$ cat config.mk
export PLATFORM = sky130hd
export DESIGN_NAME = uart_rx_fifo
export DESIGN_NICKNAME = d
export VERILOG_FILES = /design/src/rtl/uart_rx_fifo.sv
export SDC_FILE = /design/constraint.sdc
export NUM_CORES = 1
export LEC_CHECK = 0
export CAP_MARGIN = 10
export CORE_ASPECT_RATIO = 1.2
export CORE_UTILIZATION = 55
export CTS_BUF_LIST = sky130_fd_sc_hd__clkbuf_4 sky130_fd_sc_hd__clkbuf_8 sky130_fd_sc_hd__clkbuf_16
export CTS_CLUSTER_DIAMETER = 100
export DETAILED_ROUTE_END_ITERATION = 7
export GPL_TIMING_DRIVEN = 0
export PLACE_DENSITY_LB_ADDON = 0.05
export RECOVER_POWER = 100
export SLEW_MARGIN = 20
export SYNTH_ARGS = -nofsm -noshare
export SYNTH_HDL_FRONTEND = slang
export SYNTH_SLANG_ARGS = --single-unit
$ cat constraint.sdc
create_clock -name clk -period 4.8 [get_ports clk]
set_clock_uncertainty 0.2 [all_clocks]
set_input_delay 0.72 -clock clk [delete_from_list [all_inputs] [get_ports clk]]
set_output_delay 0.72 -clock clk [all_outputs]
set_load 0.1 [all_outputs]
$ cat src/rtl/uart_rx_fifo.sv
// Receive FIFO behind the UART receiver: buffers characters with their pe/fe/bi flags
// and derives the 16550 line-status inputs (data ready, overrun, FIFO error, trigger, timeout).
module uart_rx_fifo #(
  parameter int DEPTH     = 16,
  parameter int AW        = 4,
  parameter int TO_PULSES = 640
) (
  input  logic          clk,
  input  logic          rst_n,
  input  logic          en,
  input  logic          clr,
  input  logic [1:0]    trig_lvl,
  input  logic          baud_pulse,
  input  logic          push,
  input  logic [7:0]    din,
  input  logic          pe_in,
  input  logic          fe_in,
  input  logic          bi_in,
  input  logic          pop,
  input  logic          lsr_rd,
  output logic [7:0]    dout,
  output logic          dout_pe,
  output logic          dout_fe,
  output logic          dout_bi,
  output logic          empty,
  output logic          full,
  output logic [AW:0]   count,
  output logic          overrun,
  output logic          fifo_err,
  output logic          trig,
  output logic          timeout
);

  localparam int TW = $clog2(TO_PULSES + 1);
  localparam int CW = ((AW + 1) > 5) ? (AW + 1) : 5;
  localparam logic [AW:0]   DEPTH_C = (AW + 1)'(DEPTH);
  localparam logic [AW:0]   ONE_C   = (AW + 1)'(1);
  localparam logic [TW-1:0] TO_MAX  = TW'(TO_PULSES);

  logic [10:0]   r_mem [DEPTH];
  logic [AW-1:0] r_wr_ptr;
  logic [AW-1:0] r_rd_ptr;
  logic [AW:0]   r_count;
  logic [AW:0]   r_err_cnt;
  logic [TW-1:0] r_to_cnt;
  logic          r_overrun;
  logic          r_en_q;

  logic          w_empty;
  logic          w_full;
  logic          w_flush;
  logic          w_pop_ok;
  logic          w_push_ok;
  logic          w_ovr_set;
  logic          w_overwrite;
  logic          w_wr_en;
  logic [AW-1:0] w_wr_idx;
  logic [10:0]   w_head;
  logic [AW:0]   w_eff_depth;
  logic          w_err_inc;
  logic          w_err_dec;
  logic          w_to_clr;
  logic [CW-1:0] w_thr;

  // Transaction qualification: a change of en flushes exactly like clr.
  always_comb begin
    w_empty     = (r_count == '0);
    w_eff_depth = en ? DEPTH_C : ONE_C;
    w_full      = (r_count == w_eff_depth);
    w_flush     = clr | (en != r_en_q);
    w_head      = r_mem[r_rd_ptr];
    w_pop_ok    = pop & ~w_empty & ~w_flush;
    w_push_ok   = push & (~w_full | w_pop_ok) & ~w_flush;
    w_ovr_set   = push & w_full & ~w_pop_ok & ~w_flush;
    // Non-FIFO mode replaces the held character instead of dropping the new one.
    w_overwrite = w_ovr_set & ~en;
    w_wr_en     = w_push_ok | w_overwrite;
    w_wr_idx    = w_overwrite ? r_rd_ptr : r_wr_ptr;
    w_err_inc   = w_wr_en & (pe_in | fe_in | bi_in);
    w_err_dec   = (w_pop_ok | w_overwrite) & (|w_head[10:8]);
    w_to_clr    = w_push_ok | w_pop_ok | w_flush | w_empty | ~en;
  end

  // Trigger threshold decode.
  always_comb begin
    w_thr = CW'(5'd1);
    case (trig_lvl)
      2'b00:   w_thr = CW'(5'd1);
      2'b01:   w_thr = CW'(5'd4);
      2'b10:   w_thr = CW'(5'd8);
      2'b11:   w_thr = CW'(5'd14);
      default: w_thr = CW'(5'd1);
    endcase
  end

  // Storage array; contents need no reset since outputs are masked when empty.
  always_ff @(posedge clk) begin
    if (w_wr_en) begin
      r_mem[w_wr_idx] <= {bi_in, fe_in, pe_in, din};
    end
  end

  // Pointers, occupancy and error-entry count.
  always_ff @(posedge clk or negedge rst_n) begin
    if (!rst_n) begin
      r_wr_ptr  <= '0;
      r_rd_ptr  <= '0;
      r_count   <= '0;
      r_err_cnt <= '0;
    end else if (w_flush) begin
      r_wr_ptr  <= '0;
      r_rd_ptr  <= '0;
      r_count   <= '0;
      r_err_cnt <= '0;
    end else begin
      if (w_push_ok) r_wr_ptr <= r_wr_ptr + AW'(1);
      if (w_pop_ok)  r_rd_ptr <= r_rd_ptr + AW'(1);
      case ({w_push_ok, w_pop_ok})
        2'b10:   r_count <= r_count + ONE_C;
        2'b01:   r_count <= r_count - ONE_C;
        default: r_count <= r_count;
      endcase
      case ({w_err_inc, w_err_dec})
        2'b10:   r_err_cnt <= r_err_cnt + ONE_C;
        2'b01:   r_err_cnt <= r_err_cnt - ONE_C;
        default: r_err_cnt <= r_err_cnt;
      endcase
    end
  end

  // Sticky overrun; a new overrun beats a simultaneous LSR read.
  always_ff @(posedge clk or negedge rst_n) begin
    if (!rst_n) begin
      r_overrun <= 1'b0;
    end else if (w_ovr_set) begin
      r_overrun <= 1'b1;
    end else if (lsr_rd) begin
      r_overrun <= 1'b0;
    end else begin
      r_overrun <= r_overrun;
    end
  end

  // Registered copy of en for mode-change detection.
  always_ff @(posedge clk or negedge rst_n) begin
    if (!rst_n) begin
      r_en_q <= 1'b0;
    end else begin
      r_en_q <= en;
    end
  end

  // Character timeout counter, saturating at TO_PULSES.
  always_ff @(posedge clk or negedge rst_n) begin
    if (!rst_n) begin
      r_to_cnt <= '0;
    end else if (w_to_clr) begin
      r_to_cnt <= '0;
    end else if (baud_pulse && (r_to_cnt != TO_MAX)) begin
      r_to_cnt <= r_to_cnt + TW'(1);
    end else begin
      r_to_cnt <= r_to_cnt;
    end
  end

  // Status and head-of-queue outputs.
  always_comb begin
    empty    = w_empty;
    full     = w_full;
    count    = r_count;
    overrun  = r_overrun;
    fifo_err = (r_err_cnt != '0);
    timeout  = (r_to_cnt == TO_MAX);
    trig     = en ? (CW'(r_count) >= w_thr) : ~w_empty;
    dout     = w_empty ? 8'h00 : w_head[7:0];
    dout_pe  = w_empty ? 1'b0  : w_head[8];
    dout_fe  = w_empty ? 1'b0  : w_head[9];
    dout_bi  = w_empty ? 1'b0  : w_head[10];
  end

endmodule
==> impl_metrics.ini, run 1 <==
[detailed_routing]
via_count = 5401
vias_per_cell = 6.117
drt-total-wl_mm = 18.98
ant_nets = 0
initialDrtViolationCount = 450
wl_per_cell_um = 21.49
route.detailed.drc = 0
first_pass_iters = 4

[yosys]
syn_area_um2 = 9124
syn_nets = 629
syn_inst = 592
synth_top_area_cell = edfxtp_1
synth_area_leaders = edfxtp_1 58%, dfrtp_1 8.2%, mux4_2 6.9%
synth_top_cells_by_count = 176 x edfxtp_1, 49 x nor2_1, 36 x mux2i_1
synthArstFlopShare_pct = 14.56
synth_top_area_share_pct = 57.93
synth-seq-area-share_pct = 66.15
synth.avg_cell_area_um2 = 15.41
synth_ff_type = edfxtp_1
synth.most_common_cell = edfxtp_1
ys_ff_latch = 206
synth-edff-count = 176
ys_types = 70
yosysWarnings = 0

[floorplan]
initial_core_util_pct = 56.29
die_w_um = 119.6
io_pins = 43
fp.dieH_um = 143.1
row_count = 51
core-area_um2 = 16210
dieArea_um2 = 17110

[final_layout]
num_antenna_cells = 0
final_cells = 883
layout-drive-gt1-share_pct = 14.75
nFillCells = 1187
fin_util_pct = 64.92
design_area_um2 = 10520
area_growth_pct = 15.33
multiInputGateArea_um2 = 2889
nNetsFinal = 694
register_area_um2 = 6036

[setup_path]
critPathMaxFanout = 10
cp_slowest_cell = clkdlybuf4s15_2
endpoint_kind = output port
crit_arrival_ns = 3.59
cp-start-kind = register
crit_chain = clkbuf_1, buf_2, nand2_1, clkbuf_1, o221ai_1, a21oi_1, nor3_1, clkdlybuf4s15_2
cpMostUsedCell = clkbuf_1
setup.worst_path.class = register to output port
required_ns = 3.88
slowest_delay_ns = 0.60

[cts]
numClockSinks = 206
cts_made_buffers = 22
cts_tree = built
cts_hold_buf = 0
htree_num_levels = 1
clockBufferDepth = 3
cts-root-buf = clkbuf_16
path_clk_slew_ns = 0.06
post_cts_buffers = 0
cts_resized = 13
insertion_delay_ns = 0.49

[min_path]
hp-class = register to register

[sta]
hold_viol = 0
tightest_slew_ns = 1.677
timing.fmax_ghz = 0.2219
fin_ws_ns = 0.2938
setup_viol_count_final = 0
fin_setup_tns_ns = 0
hold_ws_ns = 0.3254
slew_viol_final = 32
min_period_over_period_pct = 93.88
finalCriticalPeriod_ns = 4.506
maxSlewHeadroom_pct = -11.80
rsz0062_at_grt = false

[global_route]
grt_pass1_vias = 5553
grt_max_degree = 31
antenna_found_initial = 0
track_usage_pct = 23.11
grt_overflow_total = 0
grt_pass1_wl_mm = 30.13

[power]
power_per_cell_area_nw_per_um2 = 393.8
switching_share_pct = 23.29
irDropWorstVdd_v = 0.0002881
p_total_mw = 4.143
p_leak_nw = 3.512
p_int_mw = 3.178
sequentialPowerShare_pct = 47.4
power.switching_mw = 0.9649
power_frac_clock_pct = 42.7
power_frac_comb_pct = 9.9

[status]
status = complete, but fails checks
failed_checks = max-capacitance violations, max-slew violations

[placed_design]
hpwl_mm = 12.72
post_dp_cell_area_um2 = 9822
port_buffers = 41
placed_cells = 845
gp_congestion = 0.8649
dp_slack_ns = 0.2259

[run]
maxCapViolations = 2
[registers in the layout, indices dropped and copies added, names as in the netlist]
name,count
count,5
overrun,1
r_wr_ptr,4
r_to_cnt,10
r_err_cnt,5
r_en_q,1
r_rd_ptr,4
r_mem,176
[cell usage in the layout, fill, tap and decap left out, types with 4 or more instances in the layout]
cell type          n
o22ai_1            8
ha_1              14
clkdlybuf4s50_1    6
o21ai_0            8
nor2_1            41
nor3_1            18
nor2b_1            5
clkbuf_1          17
o221ai_1          16
mux2i_1           36
dfrtp_1           30
a21oi_1           17
nor3b_1            4
dlygate4sd3_1     25
xor2_1             4
nor2_2             8
a2111oi_0          5
xnor2_1           14
clkbuf_4           5
clkbuf_16         23
clkbuf_2           7
bufinv_16          4
mux4_2            28
nand2b_1           4
nand3_1           11
nand2_1           21
buf_2              4
a32oi_1            4
edfxtp_1         176
buf_1              6
clkinv_1           6
inv_1             21
[cell families (layout without fill, tap and decap cells)]
group	count (synthesis)	in the layout	synth area share [%]
xor gates and xnor gates	18	18	1.728
buffers and inverters	50	129	2.290
muxes	65	65	10.98
AOI/OAI and AO/OA	98	98	8.585
adders and majority gates	16	16	2.359
and+or+nand+nor	139	139	7.899
DFF	206	206	66.15
[metal layers]
| metal | track usage (%) | part of all wire [%] |
|---|---|---|
| met5 | 0 | 0 |
| met4 | 5.855 | 1.8 |
| met3 | 2.875 | 5.5 |
| met2 | 40.55 | 51 |
| met1 | 30.65 | 42 |
[area by class of cell]
cell class	instances	share of cell area, %
Tap cell	212	2.521
Timing Repair Buffer	41	3.460
Inverter	23	0.8205
Multi-Input combinational cell	336	27.46
Clock inverter	10	1.439
Buffer	27	1.118
Sequential cell	206	57.36
Clock buffer	28	5.826
[final timing paths]
check / startpoint / endpoint / slack (ns) / depth (start not counted)
setup / recovery: r_rd_ptr[1] / dout[3] / 0.29 / 8
hold / removal: overrun / overrun / 0.33 / 2
setup reg to reg: r_rd_ptr[1] / r_err_cnt[4] / 0.79 / 13
hold reg to reg: overrun / overrun / 0.33 / 2
max in group asynchronous: rst_n / r_to_cnt[5] / 2.96 / 1
min in group asynchronous: rst_n / r_err_cnt[0] / 0.45 / 1
[power groups by stage]
stage | Clock (mW) | Sequential, mW | Combinational [mW]
6_report | 1.77 | 1.96 | 0.411
5_1_grt | 1.86 | 1.96 | 0.437
4_1_cts | 1.80 | 1.96 | 0.427
3_5_place_dp | 0 | 2.00 | 0.431
3_3_place_gp | 0 | 2.00 | 0.423
2_1_floorplan | 0 | 2.02 | 0.285
[critical path, delay by kind of cell, from the launching register on]
family,cells,cell delay [ns]
AO/OA/AOI/OAI,2,0.51
buffers and inverters,4,1.67
flip-flops,1,0.36
AND/OR/NAND/NOR,2,0.54
Power figures use the tool's default switching activity.
==> inputs of run 2 (changes only) <==
HOLD_SLACK_MARGIN = 0.03   (was default)
==> results of run 2 <==
Same layout as run 1: the final DEF is identical, and so are final timing and power.
==> variant 1, RTL diff (config.mk and constraints of run 2) <==
Change the parameter `AW` from 4 to 5.
--- a/src/rtl/uart_rx_fifo.sv
+++ b/src/rtl/uart_rx_fifo.sv
@@ -3,5 +3,5 @@
 module uart_rx_fifo #(
   parameter int DEPTH     = 16,
-  parameter int AW        = 4,
+  parameter int AW        = 5,
   parameter int TO_PULSES = 640
 ) (
Interface: changed (resized count); port bits go from 43 to 44. No check against the original RTL was run, so the function may have changed too.
==> variant 1 against run 2 <==
The run still ends with capacitance limit, slew limit left. Sequential cell count increased by 2. Power down 0.15%. Wire length grew 0.39%. Sequential share of layout area up 1.2 points. Cell count is 5.7% lower. Synthesized area down 1.8%. Die area down 1.7%. Synthesized cell count down 9.5%. Register-to-register slack lost 260 ps. Final area fell by 1.3%. Combinational power down 4%. First-iteration DRC count is 18% lower. Worst setup slack got worse by 100 ps. Largest cell class unchanged.
==> variant 1: results (changes against run 2) <==
stage	metric	value	unit	change
status	status	finished with violations		
status	violations	capacitance limit, slew limit		
worst_hold_path	min_delay_path_depth	1		-1
placement	port-buffer-count	43		+4.9%
critical_path	endpoint	dout_pe		
critical_path	critical_path.startpoint	count[1]$_DFFE_PN0P_		
finish	drive_gt1_share	16.8	%	+2.0 points
global_routing	track_usage	24.0	%	+0.84 points
critical_path	arrival	3690	ps	+100 ps
finish	nets	651		-6.2%
clock_tree	clock_latency	510	ps	+20 ps
job	drv_cap	1		-1
critical_path	worst-r2r-cell-count	14		+1
timing	finalMaxSlewViolations	29		-9.4%
critical_path	r2r-end	r_err_cnt[5]$_DFFE_PN0P_		
detailed_routing	avgViaCountPerCell	5.96		-2.6%
synthesis	postSynthAreaPerCell	16.7	µm²	+8.5%
finish	seq_area_share	58.6	%	+1.2 points
placement	hpwl	12400	µm	-2.8%
synthesis	async_flop_share	15.4	%	+0.82 points
clock_tree	cts_sinks	208		+0.97%
global_routing	grt_start_max_net_pins	29		-6.5%
worst_hold_path	hp-start	r_err_cnt[5]$_DFFE_PN0P_		
finish	clock_area_share	7.15	%	-0.11 points
finish	n_clock_buffer	22		-21%
placement	place_inst	796		-5.8%
placement	gp_congestion	0.799		-7.6%
synthesis	ys_types	52		-26%
synthesis	ys_seq_area_share	67.9	%	+1.7 points
finish	num-nonclk-inverters	18		-22%
synthesis	synthesis.nets	575		-8.6%
synthesis	synth.top_cells.by_count	176 x edfxtp_1, 58 x nor2_1, 51 x mux4_2, 32 x dfrtp_1, 25 x nand2_1		
-- variant 1: cell types whose count changed after synthesis, sizes merged, moves of 6 or more --
| cell | change |
|---|---|
| a21oi | -6 |
| and2 | +10 |
| mux2i | -29 |
| mux4 | +24 |
| nor2 | +9 |
| nor3 | -12 |
| o221ai | -16 |
| o22ai | -8 |
-- variant 1: kinds of logic after synthesis --
family	count (synthesis)	synth area share [%]
adders and majority gates	18	2.68
buffers and inverters	39	1.77
muxes	61	14.1
AOI/OAI and AO/OA	45	3.48
and+or+nand+nor	141	7.48
DFF	208	67.9
xor gates and xnor gates	24	2.55
-- variant 1: timing repair --
action	4_1_cts	5_1_grt
resized for setup	18	6
hold endpoints to repair	4	0
setup endpoints to repair	8	8
hold buffers	1	0
-- variant 1: metrics by stage --
stage               total power, mW  setup WS, ps  instance area (µm²)
finish                         4.14           189                10400
global route                   4.25          3.77                10400
CTS                            4.18          19.7                10600
detailed placement             2.44          -367                 9830
global placement               2.43          -318                 9660
floorplan                      2.31           398                 8970
-- variant 1: report_power, final --
part	total, mW	leakage, nW	switching (mW)	internal, mW
Sequential	1.98	2.03	0.0112	1.97
Clock	1.76	0.362	0.679	1.08
Combinational	0.394	1.14	0.286	0.107
Total	4.14	3.53	0.977	3.16
-- variant 1: critical path, stage by stage, from the launching register on --
cell	delay, ps
dfrtp_1	460
nor4_1	790
nand2_1	240
clkbuf_1	430
and2_0	280
clkdlybuf4s50_1	970
-- variant 1: metal layers --
layer,GRT usage [%],routed length [µm],up-vias
met5,0,0,-
met2,41.8,9690,153
met3,4.18,997,48
met1,29.7,7710,2536
met4,10.1,659,0
li1,-,-,2228
==> variant 2, RTL diff (config.mk and constraints of run 2) <==
Made on the original files. Register the output `count`, with the module's reset; this adds one clock of latency there. The other outputs are not delayed to match.
--- a/src/rtl/uart_rx_fifo.sv
+++ b/src/rtl/uart_rx_fifo.sv
@@ -37,4 +37,6 @@
   localparam logic [AW:0]   ONE_C   = (AW + 1)'(1);
   localparam logic [TW-1:0] TO_MAX  = TW'(TO_PULSES);
+
+  logic [AW:0] count_d;
 
   logic [10:0]   r_mem [DEPTH];
@@ -168,5 +170,5 @@
     empty    = w_empty;
     full     = w_full;
-    count    = r_count;
+    count_d  = r_count;
     overrun  = r_overrun;
     fifo_err = (r_err_cnt != '0);
@@ -179,3 +181,11 @@
   end
 
+  always_ff @(posedge clk or negedge rst_n) begin
+    if (!rst_n) begin
+      count <= '0;
+    end else begin
+      count <= count_d;
+    end
+  end
+
 endmodule
Behaviour: not the same (a bounded check fails within 4 cycles, from zero or initial values and one cycle with rst_n low).
==> variant 2 against run 2 <==
The flow still finishes with violations (capacitance limit, slew limit). Power fell by 0.31%. Synthesized area down 1.4%. Register-to-register slack worse by 150 ps. Final area is 1.4% lower. Sequential cell count is 5 higher. Non-clock buffer count shrank 2. Wire length decreased by 0.79%. Worst setup slack worse by 190 ps. Combinational power shrank 5%. Sequential share of layout area grew 2.0 points. Highest routed layer unchanged.
==> variant 2: results (changes against run 2) <==
stage	metric	value	unit	change
timing	finalMaxSlewViolations	12		-63%
power	clockPowerShare	41.8	%	-0.9 points
clock_tree	clk_pin_slew	60	ps	about the same
placement	gp_congestion	0.847		-2.1%
finish	n_fill_cell	1119		-5.7%
power	ir_worst_vdd	0.355	mV	+23%
global_routing	use_met3	4.09	%	+1.2 points
synthesis	async_flop_share	16.6	%	+2.0 points
detailed_routing	totalWireLength	18800	µm	-0.79%
finish	num-nonclk-inverters	19		-17%
synthesis	synth_fa_ha_area_share	2.39	%	+0.034 points
detailed_routing	drt_iter0_markers	360		-20%
global_routing	grt_start_max_net_pins	24		-23%
detailed_routing	routedWlPerCell	23.1	µm	+7.4%
finish	buffers	66		-2.9%
critical_path	worst_path_largest_cell_delay	1010	ps	+410 ps
placement	dpl_cell_area	0.00975	mm²	-0.69%
global_routing	grt_pass1_vias	5146		-7.3%
synthesis	ys_top_cells_by_area	edfxtp_1 59%, mux4_2 12%, dfrtp_1 9.7%		
synthesis	postSynthCellCount	523		-12%
synthesis	ys_seq_area_share	68.5	%	+2.3 points
critical_path	arrival	3780	ps	+190 ps
power	p_per_area	398	mW/mm²	+1.1%
critical_path	crit_slowest_cell	clkdlybuf4s50_1		
global_routing	track_usage	23.7	%	+0.63 points
finish	drive_gt1_share	15.6	%	+0.87 points
power	comb_power	392	µW	-5%
die	core_area	0.0158	mm²	-2.7%
synthesis	ys_ff_latch	211		+2.4%
clock_tree	cts_buffer_depth	3		unchanged
synthesis	synth_compound_area_share	3.19	%	-5.4 points
global_routing	antenna_found_initial	0		unchanged
synthesis	synthesis.nets	560		-11%
status	status	finished with violations		
detailed_routing	wl_met1	7590	µm	-4.2%
detailed_routing	vias	4865		-9.9%
synthesis	ys_types	52		-26%
global_routing	grt_pass1_wl	29500	µm	-1.9%
synthesis	synth.top_cells.by_count	176 x edfxtp_1, 47 x mux4_2, 41 x nor2_1, 35 x dfrtp_1, 26 x nand2_1		
finish	clock_area_share	7.13	%	-0.14 points
timing	tightest_slew	1510	ps	-165 ps
global_routing	met1_usage	30.6	%	-0.080 points
finish	multiInputGateArea	0.00265	mm²	-8.1%
detailed_routing	first_pass_iters	5		+1
job	drv_cap	1		-1
finish	nets	629		-9.4%
finish	reg_top3	r_mem (176), r_to_cnt (10)		
finish	multi_input_cells	272		-19%
placement	place_inst	775		-8.3%
placement	place_ws	-145	ps	-371 ps
placement	hpwl	12100	µm	-4.6%
finish	final-nonclk-buf-share	4.72	%	+0.14 points
power	switching_power	978	µW	+1.3%
power	p_leak	3.58	nW	+2.1%
synthesis	synth_xor_area_share	2.35	%	+0.62 points
global_routing	met2_usage	41.0	%	+0.44 points
detailed_routing	dr_wl_met2	9710	µm	+0.40%
finish	final-seq-area	0.00616	mm²	+2.1%
finish	n_clock_buffer	26		-7.1%
status	violations	capacitance limit, slew limit		
[variant 2: cell count changes after synthesis, sizes merged, moves of 11 or more]
cell    before  now
nor3        18    7
o221ai      16    0
mux2i       36    7
nor2b        5   16
xor2         4   17
mux4        28   52
[variant 2: worst paths after layout]
path	slack [ps]	end	start	depth (start not counted)
max	100	dout_fe	count_d[1]$_DFFE_PN0P_	5
min	190	count[4]$_DFF_PN0_	count_d[4]$_DFFE_PN0P_	0
max reg2reg	640	r_mem[3][1]$_DFFE_PP_	count_d[1]$_DFFE_PN0P_	7
max in group asynchronous	2140	r_to_cnt[2]$_DFFE_PN0P_	rst_n	3
min in group asynchronous	570	count[2]$_DFF_PN0_	rst_n	2
min reg2reg	190	count[4]$_DFF_PN0_	count_d[4]$_DFFE_PN0P_	0
[variant 2: what timing repair did]
item / 4_1_cts / 5_1_grt
endpoints found under the hold margin: 12 / 0
gates resized for setup: 12 / 2
setup endpoints to repair: 9 / 9
hold buffers: 1 / 0
cloned: 0 / 0
